<file path="src/rtl/ct_idu_is_aiq_lch_rdy_ext.sv">
// Per-entry launch-ready tracker for AIQ entries: one ready bit per forwarding
// pipe, loaded at dispatch or from a sibling create port, with speculative
// launch cancel and a delayed re-arm countdown per bit.

// One launch-ready bit and its re-arm countdown.
module ct_idu_is_aiq_lch_rdy_bit #(
    parameter int CNT_W = 2
) (
    input  logic             clk,
    input  logic             rst_n,
    input  logic             vld,
    input  logic             dp_load,
    input  logic             dp_val,
    input  logic             cr_load,
    input  logic             cr_val,
    input  logic             cancel,
    input  logic             rearm,
    input  logic [CNT_W-1:0] dly,
    output logic             rdy,
    output logic             pend
);

    logic [CNT_W-1:0] cnt;

    // Priority: dispatch load, create load, invalid entry, cancel, re-arm, countdown.
    always_ff @(posedge clk or negedge rst_n) begin
        if (!rst_n) begin
            rdy <= 1'b0;
            cnt <= '0;
        end else if (dp_load) begin
            rdy <= dp_val;
            cnt <= '0;
        end else if (vld && cr_load) begin
            rdy <= cr_val;
            cnt <= '0;
        end else if (!vld) begin
            cnt <= '0;
        end else if (cancel) begin
            // a re-arm of the same bit in the same cycle is dropped
            rdy <= 1'b0;
            cnt <= '0;
        end else if (rearm) begin
            if (dly == '0) begin
                rdy <= 1'b1;
                cnt <= '0;
            end else begin
                // reload even when a countdown is already running
                cnt <= dly;
            end
        end else if (cnt == CNT_W'(1)) begin
            rdy <= 1'b1;
            cnt <= '0;
        end else if (cnt != '0) begin
            cnt <= cnt - CNT_W'(1);
        end
    end

    assign pend = (cnt != '0);

endmodule

// Top: create-port arbitration, bypass read path and per-bit trackers.
module ct_idu_is_aiq_lch_rdy_ext #(
    parameter int WIDTH      = 2,
    parameter int CREATE_NUM = 2,
    parameter int CNT_W      = 2
) (
    input  logic                        y_clk,
    input  logic                        cpurst_b,
    input  logic                        vld,
    input  logic                        x_create_dp_en,
    input  logic [WIDTH-1:0]            x_create_lch_rdy,
    input  logic [CREATE_NUM-1:0]       x_create_entry,
    input  logic [CREATE_NUM-1:0]       y_create_dp_en,
    input  logic [CREATE_NUM*WIDTH-1:0] y_create_src_match,
    input  logic [WIDTH-1:0]            y_lch_cancel,
    input  logic [WIDTH-1:0]            y_lch_rearm,
    input  logic [CNT_W-1:0]            y_rearm_dly,
    output logic [WIDTH-1:0]            x_read_lch_rdy,
    output logic [WIDTH-1:0]            x_lch_pend
);

    logic [CREATE_NUM-1:0] create_en;
    logic                  any_create;
    logic [WIDTH-1:0]      sel_match;
    logic [WIDTH-1:0]      lch_rdy;

    assign create_en  = y_create_dp_en & x_create_entry;
    assign any_create = |create_en;

    // Lowest-index active create slot supplies the match vector (scan high to low
    // so the lowest index overwrites last).
    always_comb begin
        sel_match = '0;
        for (int k = CREATE_NUM - 1; k >= 0; k--) begin
            if (create_en[k]) sel_match = y_create_src_match[k*WIDTH +: WIDTH];
        end
    end

    // Bypass read: create data wins regardless of vld; otherwise mask cancelled pipes.
    always_comb begin
        if (any_create) x_read_lch_rdy = sel_match;
        else            x_read_lch_rdy = lch_rdy & ~(y_lch_cancel & {WIDTH{vld}});
    end

    for (genvar i = 0; i < WIDTH; i++) begin : g_bit
        ct_idu_is_aiq_lch_rdy_bit #(.CNT_W(CNT_W)) u_bit (
            .clk     (y_clk),
            .rst_n   (cpurst_b),
            .vld     (vld),
            .dp_load (x_create_dp_en),
            .dp_val  (x_create_lch_rdy[i]),
            .cr_load (any_create),
            .cr_val  (sel_match[i]),
            .cancel  (y_lch_cancel[i]),
            .rearm   (y_lch_rearm[i]),
            .dly     (y_rearm_dly),
            .rdy     (lch_rdy[i]),
            .pend    (x_lch_pend[i])
        );
    end

endmodule

</file>
<file path="config.mk">
export PLATFORM = sky130hd
export DESIGN_NAME = ct_idu_is_aiq_lch_rdy_ext
export DESIGN_NICKNAME = d
export VERILOG_FILES = /design/src/rtl/ct_idu_is_aiq_lch_rdy_ext.sv
export SDC_FILE = /design/constraint.sdc
export NUM_CORES = 1
export LEC_CHECK = 0
export ABC_AREA = 1
export BUFFER_PORTS_ARGS = -buffer_cell sky130_fd_sc_hd__clkbuf_2
export CORE_ASPECT_RATIO = 1.5
export CORE_MARGIN = 10
export CORE_UTILIZATION = 25
export DETAILED_ROUTE_END_ITERATION = 7
export PLACE_DENSITY_LB_ADDON = 0.05
export SETUP_SLACK_MARGIN = 0.3
export SYNTH_ARGS = -nofsm -noshare
export SYNTH_HDL_FRONTEND = slang
export SYNTH_SLANG_ARGS = --single-unit
</file>
<file path="constraint.sdc">
create_clock -name y_clk -period 1.3 [get_ports y_clk]
set_input_delay 0.13 -clock y_clk [delete_from_list [all_inputs] [get_ports y_clk]]
set_output_delay 0.13 -clock y_clk [all_outputs]
set_load 0.05 [all_outputs]
</file>
; Word level (Yosys, flattened, before mapping)
; Cells that the tools add are included.
; Widths: inputs -> output; s select.
[totals]
ff_bits = 6
input_bits = 20
output_inout_bits = 4
elab_cells = 57
[classes]
addsub = 2
eq_ne = 6
n_mux = 31
bitwise_logic = 4
n_reduce_logical = 10
[ops]
columns = op, count
row1 = $mux 2, 18
row2 = $ne 7x1->1 const B, 2
row3 = $mux 1, 13
row4 = $ne 5x3->1 const B, 2
row5 = $reduce_bool 5->1, 2
row6 = $and 2x2->2, 3
row7 = $reduce_and 3->1, 2
row8 = $eq 2x1->1 const B, 2
row9 = $reduce_bool 2->1, 2
row10 = $sub 2x1->2 const B, 2
row11 = $reduce_bool 3->1, 1
row12 = $logic_not 2->1, 1
row13 = $not 2->2, 1
row14 = $reduce_or 2->1, 1
row15 = $logic_and 1x1->1, 1

; Depth between registers and ports, before layout
[depth]
depth_word = 8
mapped_depth = 9

; Modules after synthesis
; A second synthesis with hierarchy kept.
[hier_totals]
cells_unflattened = 116
area_unflattened_um2 = 663.1
[modules_own_cells]
columns = module, instances, cells_per_inst, area_each_um2
row1 = ct_idu_is_aiq_lch_rdy_bit, 2, 48, 287.8
row2 = ct_idu_is_aiq_lch_rdy_ext, 1, 20, 87.6

; Worst setup path before layout
; No wires, ideal clock.
[synth_timing]
path_type = register -> register
startpoint = reg g_bit[0].u_bit.cnt[0]
endpoint = reg g_bit[0].u_bit.rdy
setup_time_ns = 0.121
t_arrival_ns = 1.179
required_ns = 1.179
path_slack_ns = 0.001
stages_incl_launch_ff = 9
period_less_slack_ns = 1.299
path_cell_list = dfrtp_1 -> ha_1 -> or2_2 -> nor2_1 -> nand2_1 -> nand2_1 -> nor2_1 -> nand3_1 -> nand2_1
[synth_via]
elab_chain_cells = 3
[synth_lines]
columns = element, line
row1 = start: declaration, 23  ; logic [CNT_W-1:0] cnt;
row2 = start signal: assignment, 48  ; cnt <= dly;
row3 = start signal: assignment, 54  ; cnt <= cnt - CNT_W'(1);
row4 = $eq 2x1->1, 50  ; end else if (cnt == CNT_W'(1)) begin
row5 = $reduce_bool 5->1 (no source line), -
row6 = $reduce_and 3->1 (no source line), -
row7 = end signal: assignment, 31  ; rdy <= dp_val;
row8 = end signal: assignment, 34  ; rdy <= cr_val;
row9 = end: declaration, 19  ; output logic rdy,
; Every way passes these cells.
; A chain may end at the register's enable or synchronous reset.

; Final worst setup path
[layout_timing]
startpoint = reg g_bit[1].u_bit.cnt[1]
endpoint = reg g_bit[1].u_bit.cnt[1]
[layout_via]
elab_chain_cells = 8
word_cells_on_any_way = 11
cone_classes = 1 x add/sub / 2 x eq/ne / 7 x mux / 1 x reduce/logical
[layout_lines]
columns = element, line
row1 = start: declaration, 23
row2 = start signal: assignment, 48
row3 = start signal: assignment, 54
row4 = $sub 2x1->2, 54
row5 = $mux 2, 53  ; end else if (cnt != '0) begin
row6 = $mux 2, 50
row7 = $mux 2, 42  ; end else if (rearm) begin
row8 = $mux 2, 38  ; end else if (cancel) begin
row9 = $mux 2, 36  ; end else if (!vld) begin
row10 = $mux 2, 33  ; end else if (vld && cr_load) begin
row11 = $mux 2, 30  ; end else if (dp_load) begin
; Parallel ways exist; a longest one is shown, timed or not. The select of a mux whose other input is x is not followed.

==> impl_metrics.json <==
{
  "status": "finished clean",
  "placedInstanceArea_sq_um": 774,
  "crit_arrival_ns": 1.44,
  "dpl.hpwl_um": 1660,
  "cp_top_family": "simple AND/OR/NAND/NOR gates",
  "start_util": 0.261,
  "root_buffer": "clkbuf_4",
  "worst_slew_pin_slew_ns": 0.261,
  "synth_area_leaders": "dfrtp_1 (24%), nand2_1 (14%), inv_1 (9.5%)",
  "synth_xor_area_frac": 0,
  "synthTopCellsByCount": "nand2_1 (24), inv_1 (16), nor2_1 (12), nand3_1 (9)",
  "drcViolationCount": 0,
  "final_hold_viol_count": 0,
  "grt_max_degree": 10,
  "ys_types": 17,
  "ys_ff_latch": 6,
  "critPathMaxFanout": 3,
  "hold_path.class": "primary input to flip-flop",
  "grt_setup_unrepaired": "yes",
  "r2r_end": "g_bit[1].u_bit.cnt[1]",
  "r2r_cells": 7,
  "crit_path_max_incr_delay_ns": 0.39,
  "slew_viol_final": 0,
  "ios": 24,
  "cts_tree": "built",
  "finalCritPeriodShare": 0.999,
  "whs_ns": 0.193,
  "timing.rr.start": "g_bit[1].u_bit.cnt[1]",
  "power_leakage_nw": 0.514,
  "synth-async-reset-ratio": 1.00,
  "ir_worst_vdd_uv": 390,
  "crit_path_start_kind": "flip-flop",
  "swShare": 0.377,
  "antenna_found_initial": 0,
  "worstSetupEndpointType": "flip-flop",
  "multi_input_area_sq_um": 495,
  "internal_power_uw": 447,
  "final_util": 0.407,
  "track_usage": 0.0835,
  "cts_buffers": 3,
  "synth_cells": 100,
  "ff_latch_area_sq_um": 150,
  "grt_pass1_vias": 737,
  "synth_compound_area_frac": 0.107,
  "crit_slowest_cell": "dfrtp_1",
  "whs_endpoint": "g_bit[0].u_bit.rdy",
  "powerDensity_nw_per_um2": 727,
  "dieWidth_um": 61.1,
  "critPathBufInv": 2,
  "viasPerCell": 4.72,
  "p_seq_frac": 0.295,
  "dr_total_vias": 736,
  "io_buffers": 23,
  "clk_latency_ns": 0.25,
  "yosys.area.top_type_share": 0.238,
  "clkPwrFrac": 0.265,
  "synth_fp_nets": 124,
  "n_antenna_cell": 0,
  "final_cells": 156,
  "fin_nets": 158,
  "wl_um": 2070,
  "avgSynthCellArea_sq_um": 6.32,
  "first_pass_iters": 4,
  "clk_pin_slew_ns": 0.05,
  "yosys_warnings": 0,
  "htree_levels": 1,
  "place_inst": 146,
  "cts.sinks": 6,
  "gp_congestion": 0.734,
  "yosys.area.top_type": "dfrtp_1",
  "rows": 22,
  "yosys.area_share.simple": 0.451,
  "synth_most_common_cell": "nand2_1",
  "fin_area_sq_um": 985,
  "grt_pass1_wl_um": 3230,
  "ys_seq_area_frac": 0.238,
  "setup.worst_path.start": "g_bit[1].u_bit.cnt[1]",
  "area_growth_pct": 55.8,
  "crit_chain": "inv_2 -> ha_4 -> inv_2 -> nor4_4 -> nand3_1 -> nand3_1 -> nand2_1",
  "fp.dieArea_sq_um": 4980,
  "drive_gt1_frac": 0.485,
  "power.switching_uw": 270,
  "clockBufferDepth": 2,
  "slew_headroom": 0.825,
  "drtIter0Drc": 22,
  "wire_per_inst_um": 13.3,
  "synthFlopType": "dfrtp_1",
  "muxShareOfSynthArea": 0,
  "synth_edf_count": 0,
  "core_sq_um": 2420,
  "setup_viol": 0,
  "grt_overflow_total": 0,
  "synth_top_family_by_area": "simple AND/OR/NAND/NOR gates",
  "die_h_um": 81.6,
  "netlist_area_sq_um": 632,
  "crit_required_ns": 1.44,
  "crit_type": "flip-flop to flip-flop",
  "worst-r2r-setup-slack_ns": 0.002,
  "comb_power_share": 0.440,
  "fin_crit_ns": 1.30,
  "drtAntennaViolNets": 0,
  "max_freq_mhz": 770,
  "min_from": "x_create_lch_rdy[0]",
  "fillers": 273,
  "synthAdderAreaFrac": 0.0792,
  "skew_ns": 0.000163,
  "hold_depth": 4,
  "max_cap_viol_count": 0
}
power groups by stage:
| stage | Sequential, mW | Clock, mW | Combinational [mW] |
|---|---|---|---|
| floorplan | 0.210 | 0 | 0.157 |
| global placement | 0.213 | 0 | 0.230 |
| detailed placement | 0.213 | 0 | 0.230 |
| CTS | 0.209 | 0.197 | 0.279 |
| global route | 0.212 | 0.206 | 0.341 |
| finish | 0.211 | 0.190 | 0.315 |
how the worst max path moves through the flow:
stage                             to  cells past startpoint  slack (ns)
2_1_floorplan  g_bit[1].u_bit.cnt[0]                      7        0.09
3_3_place_gp   g_bit[1].u_bit.cnt[1]                      7      -0.007
3_5_place_dp   g_bit[1].u_bit.cnt[1]                      7        0.02
4_1_cts        g_bit[1].u_bit.cnt[1]                      7      -0.005
5_1_grt        g_bit[1].u_bit.cnt[0]                      7       -0.06
6_report       g_bit[1].u_bit.cnt[1]                      7       0.002
through the flow:
step	setup TNS, ns	total power, mW	setup slack [ns]
2_1_floorplan	0	0.367	0.0909
5_1_grt	-0.173	0.759	-0.0604
4_1_cts	-0.0101	0.686	-0.00536
3_5_place_dp	0	0.443	0.0155
6_report	0	0.716	0.00184
3_3_place_gp	-0.00694	0.443	-0.00694
cell usage in the layout, fill, tap and decap left out, types with 2 or more instances in the layout:
cell type / count
clkbuf_2: 19
nand3_1: 8
or2_2: 3
inv_2: 7
a31o_4: 2
ha_2: 2
nand2_2: 6
nor3_1: 2
nand2_1: 21
buf_8: 2
ha_4: 2
clkbuf_4: 4
nand4_1: 3
a211oi_1: 2
inv_1: 9
dfrtp_1: 6
buf_4: 7
o21ai_1: 3
o21ai_0: 2
nor2_1: 10
state kept, by name, summed over array words and instances, names as in the netlist:
| name | count |
|---|---|
| g_bit.u_bit.rdy | 2 |
| g_bit.u_bit.cnt | 4 |
tightest hold or removal path, stage by stage:
cell and delay, ns:
clkbuf_2 0.07, or2_2 0.09, nand3_1 0.07, nand2_1 0.05
kinds of logic after synthesis:
group           count (synthesis)
buf+inv                        19
compound gates                 11
fa+ha+maj                       4
simple gates                   60
flops                           6
metal layers:
layer | track usage | vias up | part of all wire
met5 | 0 | - | 0
met4 | 0.0374 | 0 | 0.0082
met3 | 0.0278 | 2 | 0.087
met2 | 0.152 | 21 | 0.54
met1 | 0.0809 | 328 | 0.37
li1 | - | 385 | -
layout make-up:
class	count	share of cell area
multi-input combinational	75	0.503
timing repair buffer	31	0.224
tap	24	0.0305
clock buffer	3	0.0229
sequential	6	0.152
inverter	17	0.0673
timing repair:
| action | 4_1_cts | 5_1_grt |
|---|---|---|
| endpoints found under the setup margin | 10 | 10 |
| endpoints found under the hold margin | 6 | 0 |
| hold buffers | 1 | 0 |
| buffers inserted | 3 | 3 |
| resized for setup | 20 | 16 |
| pin swaps | 7 | 3 |
No activity file was read; power rests on OpenSTA's default activity.
